[config.mk]
export PLATFORM = sky130hd
export DESIGN_NAME = display_mux_ctrl_flat
export DESIGN_NICKNAME = d
export VERILOG_FILES = /design/src/rtl/display_mux_if.sv /design/src/rtl/display_mux_ctrl.sv /design/src/flat_wrapper.sv
export SDC_FILE = /design/constraint.sdc
export NUM_CORES = 1
export LEC_CHECK = 0
export CAP_MARGIN = 20
export CELL_PAD_IN_SITES_DETAIL_PLACEMENT = 0
export CELL_PAD_IN_SITES_GLOBAL_PLACEMENT = 1
export CORE_MARGIN = 5
export CORE_UTILIZATION = 41
export CTS_BUF_LIST = sky130_fd_sc_hd__clkbuf_8
export CTS_CLUSTER_SIZE = 28
export DETAILED_ROUTE_END_ITERATION = 10
export PLACE_DENSITY = 0.79
export SYNTH_ARGS = -nofsm -noshare
export SYNTH_HDL_FRONTEND = slang
export SYNTH_SLANG_ARGS = --single-unit
[constraint.sdc]
create_clock -name clk -period 2.46 [get_ports clk]
set_input_delay 0.369 -clock clk [delete_from_list [all_inputs] [get_ports clk]]
set_output_delay 0.369 -clock clk [all_outputs]
set_load 0.05 [all_outputs]
[src/rtl/display_mux_if.sv]
// display_mux_if: load handshake and display-drive signals of display_mux_ctrl.
interface display_mux_if #(parameter int NUM_DIGITS = 2);
  localparam int SW = NUM_DIGITS > 1 ? $clog2(NUM_DIGITS) : 1;
  logic enable;
  logic load_valid;
  logic [4*NUM_DIGITS-1:0] load_data;
  logic load_ready;
  logic [NUM_DIGITS-1:0] digit_en;
  logic [3:0] nibble_out;
  logic [SW-1:0] slot_idx;
  logic frame_tick;
  modport master (output enable, load_valid, load_data,
                  input load_ready, digit_en, nibble_out, slot_idx, frame_tick);
  modport slave (input enable, load_valid, load_data,
                 output load_ready, digit_en, nibble_out, slot_idx, frame_tick);
endinterface

[src/rtl/display_mux_ctrl.sv]
// display_mux_ctrl: multiplexed 7-segment digit sequencer with blanking and frame-coherent digit updates.
module display_mux_ctrl #(
  parameter int NUM_DIGITS    = 2,
  parameter int REFRESH_DIV   = 100000,
  parameter int BLANK_CYCLES  = 1000,
  parameter bit EN_ACTIVE_LOW = 1'b0
) (
  input logic clk,
  input logic reset,
  display_mux_if.slave bus
);
  localparam int SW = NUM_DIGITS > 1 ? $clog2(NUM_DIGITS) : 1;
  localparam int TMAX = REFRESH_DIV > BLANK_CYCLES ? REFRESH_DIV : BLANK_CYCLES;
  localparam int TW = $clog2(TMAX + 1);
  localparam int DW = 4 * NUM_DIGITS;
  localparam logic [NUM_DIGITS-1:0] EN_OFF = EN_ACTIVE_LOW ? '1 : '0;
  typedef enum logic [1:0] {IDLE, SHOW, BLANK} state_t;
  state_t state_q, state_d;
  logic [TW-1:0] timer_q, timer_d;
  logic [SW-1:0] slot_q, slot_d, slot_nx;
  logic [DW-1:0] disp_q, disp_d, pend_q, pend_d;
  logic pv_q, pv_d, tick_q, tick_d, frame_start;
  logic [NUM_DIGITS-1:0] en_q, en_d;
  logic [3:0] nib_q, nib_d;
  always_comb begin
    state_d = state_q;
    timer_d = timer_q + 1'b1;
    slot_d = slot_q;
    disp_d = disp_q;
    pend_d = pend_q;
    pv_d = pv_q;
    slot_nx = slot_q == SW'(NUM_DIGITS - 1) ? '0 : slot_q + 1'b1;
    if (!bus.enable) begin
      state_d = IDLE;
      timer_d = '0;
      slot_d = '0;
    end else if (state_q == IDLE) begin
      state_d = SHOW;
      timer_d = '0;
      slot_d = '0;
    end else if (state_q == SHOW && timer_q == TW'(REFRESH_DIV - 1)) begin
      state_d = BLANK_CYCLES == 0 ? SHOW : BLANK;
      timer_d = '0;
      slot_d = BLANK_CYCLES == 0 ? slot_nx : slot_q;
    end else if (state_q == BLANK && timer_q == TW'(BLANK_CYCLES - 1)) begin
      state_d = SHOW;
      timer_d = '0;
      slot_d = slot_nx;
    end
    // A SHOW cycle with timer 0 is always the first cycle of a slot
    frame_start = state_d == SHOW && slot_d == '0 && timer_d == '0;
    if (frame_start && pv_q) begin
      disp_d = pend_q;
      pv_d = 1'b0;
    end
    if (bus.load_valid && !pv_q) begin
      pend_d = bus.load_data;
      pv_d = 1'b1;
    end
    tick_d = frame_start;
    en_d = (state_d == SHOW ? NUM_DIGITS'(1) << slot_d : '0) ^ EN_OFF;
    nib_d = state_d == SHOW ? 4'(disp_d >> {slot_d, 2'b00}) : '0;
  end
  always_ff @(posedge clk) begin
    if (reset) begin
      state_q <= IDLE;
      timer_q <= '0;
      slot_q <= '0;
      disp_q <= '0;
      pend_q <= '0;
      pv_q <= 1'b0;
      tick_q <= 1'b0;
      en_q <= EN_OFF;
      nib_q <= '0;
    end else begin
      state_q <= state_d;
      timer_q <= timer_d;
      slot_q <= slot_d;
      disp_q <= disp_d;
      pend_q <= pend_d;
      pv_q <= pv_d;
      tick_q <= tick_d;
      en_q <= en_d;
      nib_q <= nib_d;
    end
  end
  assign bus.load_ready = ~pv_q;
  assign bus.digit_en = en_q;
  assign bus.nibble_out = nib_q;
  assign bus.slot_idx = slot_q;
  assign bus.frame_tick = tick_q;
endmodule

[src/flat_wrapper.sv]
// flat-port wrapper written by rule: the top's interface ports become plain ports
module display_mux_ctrl_flat 
#(
  parameter int NUM_DIGITS    = 2,
  parameter int REFRESH_DIV   = 100000,
  parameter int BLANK_CYCLES  = 1000,
  parameter bit EN_ACTIVE_LOW = 1'b0
)
  (clk, reset, bus_enable, bus_load_valid, bus_load_data, bus_load_ready, bus_digit_en, bus_nibble_out, bus_slot_idx, bus_frame_tick);
  display_mux_if #(.NUM_DIGITS(NUM_DIGITS)) bus_i ();
  input logic clk;
  input logic reset;
  input wire logic [$bits(bus_i.enable)-1:0] bus_enable;
  input wire logic [$bits(bus_i.load_valid)-1:0] bus_load_valid;
  input wire logic [$bits(bus_i.load_data)-1:0] bus_load_data;
  output wire logic [$bits(bus_i.load_ready)-1:0] bus_load_ready;
  output wire logic [$bits(bus_i.digit_en)-1:0] bus_digit_en;
  output wire logic [$bits(bus_i.nibble_out)-1:0] bus_nibble_out;
  output wire logic [$bits(bus_i.slot_idx)-1:0] bus_slot_idx;
  output wire logic [$bits(bus_i.frame_tick)-1:0] bus_frame_tick;
  assign bus_i.enable = bus_enable;
  assign bus_i.load_valid = bus_load_valid;
  assign bus_i.load_data = bus_load_data;
  assign bus_load_ready = bus_i.load_ready;
  assign bus_digit_en = bus_i.digit_en;
  assign bus_nibble_out = bus_i.nibble_out;
  assign bus_slot_idx = bus_i.slot_idx;
  assign bus_frame_tick = bus_i.frame_tick;
  display_mux_ctrl #(.NUM_DIGITS(NUM_DIGITS), .REFRESH_DIV(REFRESH_DIV), .BLANK_CYCLES(BLANK_CYCLES), .EN_ACTIVE_LOW(EN_ACTIVE_LOW)) u_core (.clk(clk), .reset(reset), .bus(bus_i));
endmodule
==> impl_results.md, run 1 <==
- CTS buffer count: 5
- DRT Pass-1 Iters: 4
- Worst Setup Start Kind: flop
- Setup violations, final: 0
- Worst Hold Class: flop to flop
- WHS: 480 ps
- Syn_nets: 255
- Syn_area_per_cell: 9.24 um^2
- Vias per cell: 5.02
- GPL Wtd Cong: 0.777
- Site Rows: 26
- Slew @ Worst Pin: 507 ps
- Tcrit/Tclk final: 97.1%
- Max Cap Violations: 0
- Worst slack, placed: 18.9 ps
- Congestion Overflow GR: 0
- CTS Hold Bufs: 0
- Post-synth EDFFs: 0
- H-tree levels: 2
- DP HPWL: 3560 um
- Post-Syn Area: 2240 um^2
- Vias in the first global route: 1752
- Ys async rst share: 0%
- Layout overhead on the synthesized area: 31.1%
- Antenna cells: 0
- RSZ-0062 raised after global routing: yes
- Root buf cell: clkbuf_8
- FF+latch count, synth: 44
- Status: finished, final reports clean
- Clock sinks: 44
- Worst Setup Path Type: flop to flop
- Nets: 300
- Pwr dens: 482 nW/um^2
- DRC violations left: 0
- Layout cells sized above 1: 27.4%
- Most common cell after layout, fill and taps aside: nor2_1
- Max-slew violations: 0
- Post-route ant nets: 0
- Critical Path End Type: flop
- Maximum VDD drop: 0.307 mV
- Slew Limit Headroom: 66.1%
- Yosys warnings: 0
- Chip Width: 83.9 um
- Kind of cell adding the most delay to the critical path: simple AND/OR/NAND/NOR gates
- CP max stage cell: dfxtp_4
- IO buf count: 20
- Initial antenna violation count: 0
- Worst Path Max Fanout: 6
- Static Leak: 1.07 nW
- Core Box Area: 5200 um^2
- Clock Path Buffers: 2
- CTS tree: built
- Most frequent cells in the layout: nor2_1 (32), dfxtp_1 (31), buf_4 (29)
- DP Cell Count: 344
- Register area share after synthesis: 39.4%
- Critical-path cell list: ha_4, and4_4, buf_12, and4_4, a211o_1, a211oi_2, a21oi_2, nor4_4, buf_6, mux2i_1
- Synth Flop Type: dfxtp_1
- Final Util: 56.3%
- Cell variety after synth: 47
- GRT Total Usage: 14.0%
- Routed via count: 1797
- Worst-path clk slew: 90 ps
- Slowest stage delay, CP: 370 ps
- Ports: 21
- TNS Setup: 0 ps
- Achievable clock frequency: 0.418 GHz
- Worst Path Arrival: 2620 ps
- First-pass GRT wire length: 8170 um
- Critical Path RT: 2690 ps
- Worst-Skew Late Latency: 300 ps
- Pin count of the biggest net entering global routing: 25
- Min cycle time layout: 2390 ps
- Final Skew: 10.2 ps
- Die H: 83.9 um
- Wire length per cell: 13.3 um
- Routed WL: 4770 um
- Die area: 7030 um^2
- Post-route setup slack: 70.3 ps
- Fin. Hold Viols: 0
- Starting density of the core: 43.0%
- DRT iter0 DRCs: 59
- Final std cells w/o fill: 358
- WP buf/inv: 2
- Gate Count Post-Synth: 242
- Most common cell on crit path: and4_4
[cell type report]
class	count	area (um^2)
clock inverter	3	46.3
clock buffer	5	68.8
sequential	44	912
inverter	5	18.8
multi-input combinational	175	1290
fill	504	2270
timing repair buffer	56	505
tap	70	87.6
[per-layer routing]
metal | wire length, um | track usage (%) | up-vias
li1 | - | - | 932
met1 | 2520 | 20.1 | 830
met2 | 2030 | 21.0 | 29
met3 | 166 | 3.46 | 6
met4 | 51 | 3.51 | 0
met5 | 0 | 0 | -
[worst reg2reg max path: cells and delay by family (launching register included)]
kind,cells,cell delay (ps)
and+or+nand+nor,3,680
AOI/OAI and AO/OA,3,590
DFF,1,370
buffers and inverters,2,310
muxes,1,210
adders and majority gates,1,170
[registers in the layout (all words and copies together), names as in the netlist]
register               count
u_core.disp_q              8
u_core.bus.frame_tick      1
u_core.bus.slot_idx        1
u_core.pv_q                1
u_core.timer_q            17
u_core.state_q             2
u_core.pend_q              8
u_core.bus.nibble_out      4
u_core.bus.digit_en        2
[cell families (layout without fill, tap and decap cells)]
logic type | after synthesis | in the layout | synth area share, %
XOR/XNOR | 17 | 17 | 6.66
AO/OA/AOI/OAI | 27 | 27 | 8.95
AND/OR/NAND/NOR | 109 | 109 | 28.2
flip-flops | 44 | 44 | 39.4
buffers and inverters | 23 | 69 | 6.82
multiplexers | 21 | 21 | 9.40
adder cells (fa/ha/maj) | 1 | 1 | 0.559
[per-stage QoR]
step                      total power, mW  area [um^2]
after floorplan                     0.823         2280
after CTS                            1.43         2780
after detailed placement            0.867         2660
final                                1.41         2930
after global placement              0.866         2660
after global routing                 1.47         2930
[report_power, final]
| group | total [mW] | switching [mW] | internal (mW) |
|---|---|---|---|
| registers | 0.729 | 0.00828 | 0.721 |
| clock network | 0.569 | 0.263 | 0.306 |
| logic | 0.117 | 0.0577 | 0.0588 |
[Yosys cell counts, types with 2 or more instances]
master	number	area [um^2]
dfxtp_1	44	881
nor2_1	32	120
mux2i_1	21	210
or2b_1	14	105
xnor2_1	12	105
nor3_1	11	55.1
nand2_1	10	37.5
nand4_1	6	37.5
buf_6	5	56.3
clkbuf_1	5	18.8
inv_1	5	18.8
nor4_1	5	31.3
xor2_1	5	43.8
a22oi_1	4	30.0
buf_4	4	30.0
nand2b_1	4	25.0
nor2b_1	4	25.0
a211oi_1	3	22.5
a21oi_1	3	15.0
and3_1	3	18.8
and4_1	3	26.3
nand3_1	3	15.0
o21ai_0	3	15.0
or3_1	3	18.8
a31oi_1	2	12.5
and2_1	2	12.5
and4_2	2	20.0
nand4_2	2	25.0
o21a_1	2	15.0
o31a_1	2	17.5
o31a_2	2	20.0
[what timing repair did]
item,CTS,global route
pin swaps,0,8
endpoints found under the setup margin,2,13
setup buffers,0,6
resized for setup,1,32
[path summary, 6_finish.rpt]
kind	start	end	slack, ps	depth (start not counted)
setup / recovery	u_core.timer_q[1]	u_core.disp_q[7]	70	10
hold / removal	u_core.disp_q[6]	u_core.disp_q[6]	480	2
setup reg to reg	u_core.timer_q[1]	u_core.disp_q[7]	70	10
hold reg to reg	u_core.disp_q[6]	u_core.disp_q[6]	480	2
Note: power is estimated with default switching activity, not from simulation.
==> inputs of run 2 (changes only) <==
--- a/config.mk
+++ b/config.mk
@@ -5,15 +5,17 @@
 export SDC_FILE = /design/constraint.sdc
 export NUM_CORES = 1
 export LEC_CHECK = 0
+export ABC_CLOCK_PERIOD_IN_PS = 2770
 export CAP_MARGIN = 20
 export CELL_PAD_IN_SITES_DETAIL_PLACEMENT = 0
 export CELL_PAD_IN_SITES_GLOBAL_PLACEMENT = 1
 export CORE_MARGIN = 5
-export CORE_UTILIZATION = 41
+export CORE_UTILIZATION = 45
 export CTS_BUF_LIST = sky130_fd_sc_hd__clkbuf_8
 export CTS_CLUSTER_SIZE = 28
 export DETAILED_ROUTE_END_ITERATION = 10
-export PLACE_DENSITY = 0.79
+export PLACE_DENSITY = 0.82
+export SETUP_SLACK_MARGIN = 0.1
 export SYNTH_ARGS = -nofsm -noshare
 export SYNTH_HDL_FRONTEND = slang
 export SYNTH_SLANG_ARGS = --single-unit
==> constraint.sdc (replaced) <==
create_clock -name clk -period 2.77 [get_ports clk]
set_input_delay 0.4155 -clock clk [delete_from_list [all_inputs] [get_ports clk]]
set_output_delay 0.4155 -clock clk [all_outputs]
set_load 0.05 [all_outputs]
==> impl_results.md, run 2 (synthesis gave the netlist of run 1 again) <==
- Antenna cells: 0
- DP Cell Count: 328
- Congestion Overflow GR: 0
- Setup violations, final: 0
- First-pass GRT wire length: 7750 um
- Pin count of the biggest net entering global routing: 28
- Area after DPL: 2530 um^2
- Most common cell after layout, fill and taps aside: dfxtp_1
- Final Skew: 8.74 ps
- Initial antenna violation count: 0
- Worst Path Arrival: 2780 ps
- Fill cell count: 434
- Routing usage on met2: 25.7%
- Global routing's busiest layer: met2
- Vias in the first global route: 1684
- Site Rows: 25
- Ports: 21
- GPL Wtd Cong: 0.785
- Clock sinks: 44
- Critical Path RT: 3000 ps
- Final Util: 57.5%
- Achievable clock frequency: 0.391 GHz
- H-tree levels: 2
- Met1 Use GR: 19.3%
- Largest register by flop count: u_core.timer_q
- Min cycle time layout: 2560 ps
- DRC violations left: 0
- Routed via count: 1758
- Root buf cell: clkbuf_8
- Critical Path End Type: flop
- Worst Path Max Fanout: 9
- Wire length per cell: 13.5 um
- TNS Setup: 0 ps
- Layout cells sized above 1: 20.7%
- Routed WL: 4580 um
- Biggest regs: u_core.timer_q x17, u_core.disp_q x8, u_core.pend_q x8
- Starting density of the core: 46.7%
- Chip Width: 80.5 um
- Worst Hold Class: flop to flop
- Die H: 80.5 um
- Most frequent cells in the layout: dfxtp_1 (35), nor2_1 (32), clkdlybuf4s50_1 (20)
- IO buf count: 20
- Layout overhead on the synthesized area: 22.9%
- CTS buffer count: 5
- Final instance area: 2750 um^2
- Met3 usage: 3.03%
- RSZ-0062 raised after global routing: no
- Static Leak: 0.972 nW
- Max reg flops: 17
- Max Cap Violations: 0
- CTS tree: built
- Maximum VDD drop: 0.379 mV
- GRT Total Usage: 15.3%
- DP HPWL: 3320 um
- Slew @ Worst Pin: 502 ps
- CTS Hold Bufs: 0
- Worst Setup Path Type: flop to flop
- Nets: 283
- Vias per cell: 5.20
- Core Box Area: 4790 um^2
- Tcrit/Tclk final: 92.3%
- Fin. Hold Viols: 0
- Final std cells w/o fill: 338
- DRT iter0 DRCs: 118
- Tot Pwr: 1.26 mW
- DRT Pass-1 Iters: 4
- Slew Limit Headroom: 66.4%
- Worst-Skew Late Latency: 300 ps
- Worst-path clk slew: 90 ps
- Max-slew violations: 0
- Die area: 6480 um^2
- Post-route ant nets: 0
- Pwr dens: 459 nW/um^2
- Status: finished, final reports clean
- Clock Path Buffers: 2
- Worst Setup Start Kind: flop
run 2: cell count changes in the layout (fill, tap and decap cells not counted), sizes merged:
cell and change:
buf -18, clkbuf +1, clkinv +2, clkinvlp -1
inv -1
run 2: worst paths after layout:
check             cells past startpoint                 to  slack [ps]               from
setup reg to reg                     10   u_core.disp_q[6]         210  u_core.timer_q[0]
hold reg to reg                       1  u_core.timer_q[0]         460  u_core.timer_q[0]
hold / removal                        1  u_core.timer_q[0]         460  u_core.timer_q[0]
setup / recovery                     10   u_core.disp_q[6]         210  u_core.timer_q[0]
run 2: cell type report:
class                           count  area, um^2  area share [%]
Clock buffer                        5        68.8            2.50
Multi-Input combinational cell    175        1260            45.8
Clock inverter                      3        47.5            1.73
Sequential cell                    44         895            32.5
Tap cell                           67        83.8            3.05
Timing Repair Buffer               39         377            13.7
Inverter                            5        18.8           0.682
run 2: power breakdown:
group,internal (mW),leakage (nW),switching [mW]
sequential,0.645,0.362,0.00703
clock,0.272,0.0583,0.231
combinational,0.0545,0.551,0.0523
total,0.971,0.972,0.291
run 2: what timing repair did:
item	in CTS	in global routing
buffers inserted	0	1
setup endpoints to repair	0	12
resized for setup	0	23
run 2: per-layer routing:
metal  up-vias  wire length [um]
met3         6               193
met2        31              2260
li1        898                 -
met1       823              2040
met4         0                79
met5         -                 0
run 2: per-stage QoR:
stage	setup slack [ps]	hold WS (ps)
2_1_floorplan	131	437
3_3_place_gp	226	453
3_5_place_dp	174	463
4_1_cts	123	485
5_1_grt	103	484
6_report	212	461
run 2: critical path: stages, from the launching register on:
cell       delay, ps
dfxtp_2          350
ha_2             190
and4_4           150
buf_6            130
and4_4           200
a211o_1          300
a211oi_2         240
a21oi_2          110
nor4_4           410
clkbuf_16        230
mux2i_1          180
==> inputs of run 3 (changes only) <==
--- a/config.mk
+++ b/config.mk
@@ -6,7 +6,6 @@
 export NUM_CORES = 1
 export LEC_CHECK = 0
 export ABC_CLOCK_PERIOD_IN_PS = 2770
-export CAP_MARGIN = 20
 export CELL_PAD_IN_SITES_DETAIL_PLACEMENT = 0
 export CELL_PAD_IN_SITES_GLOBAL_PLACEMENT = 1
 export CORE_MARGIN = 5
==> results of run 3 <==
Same layout as run 2: the final DEF is identical, and so are final timing and power.
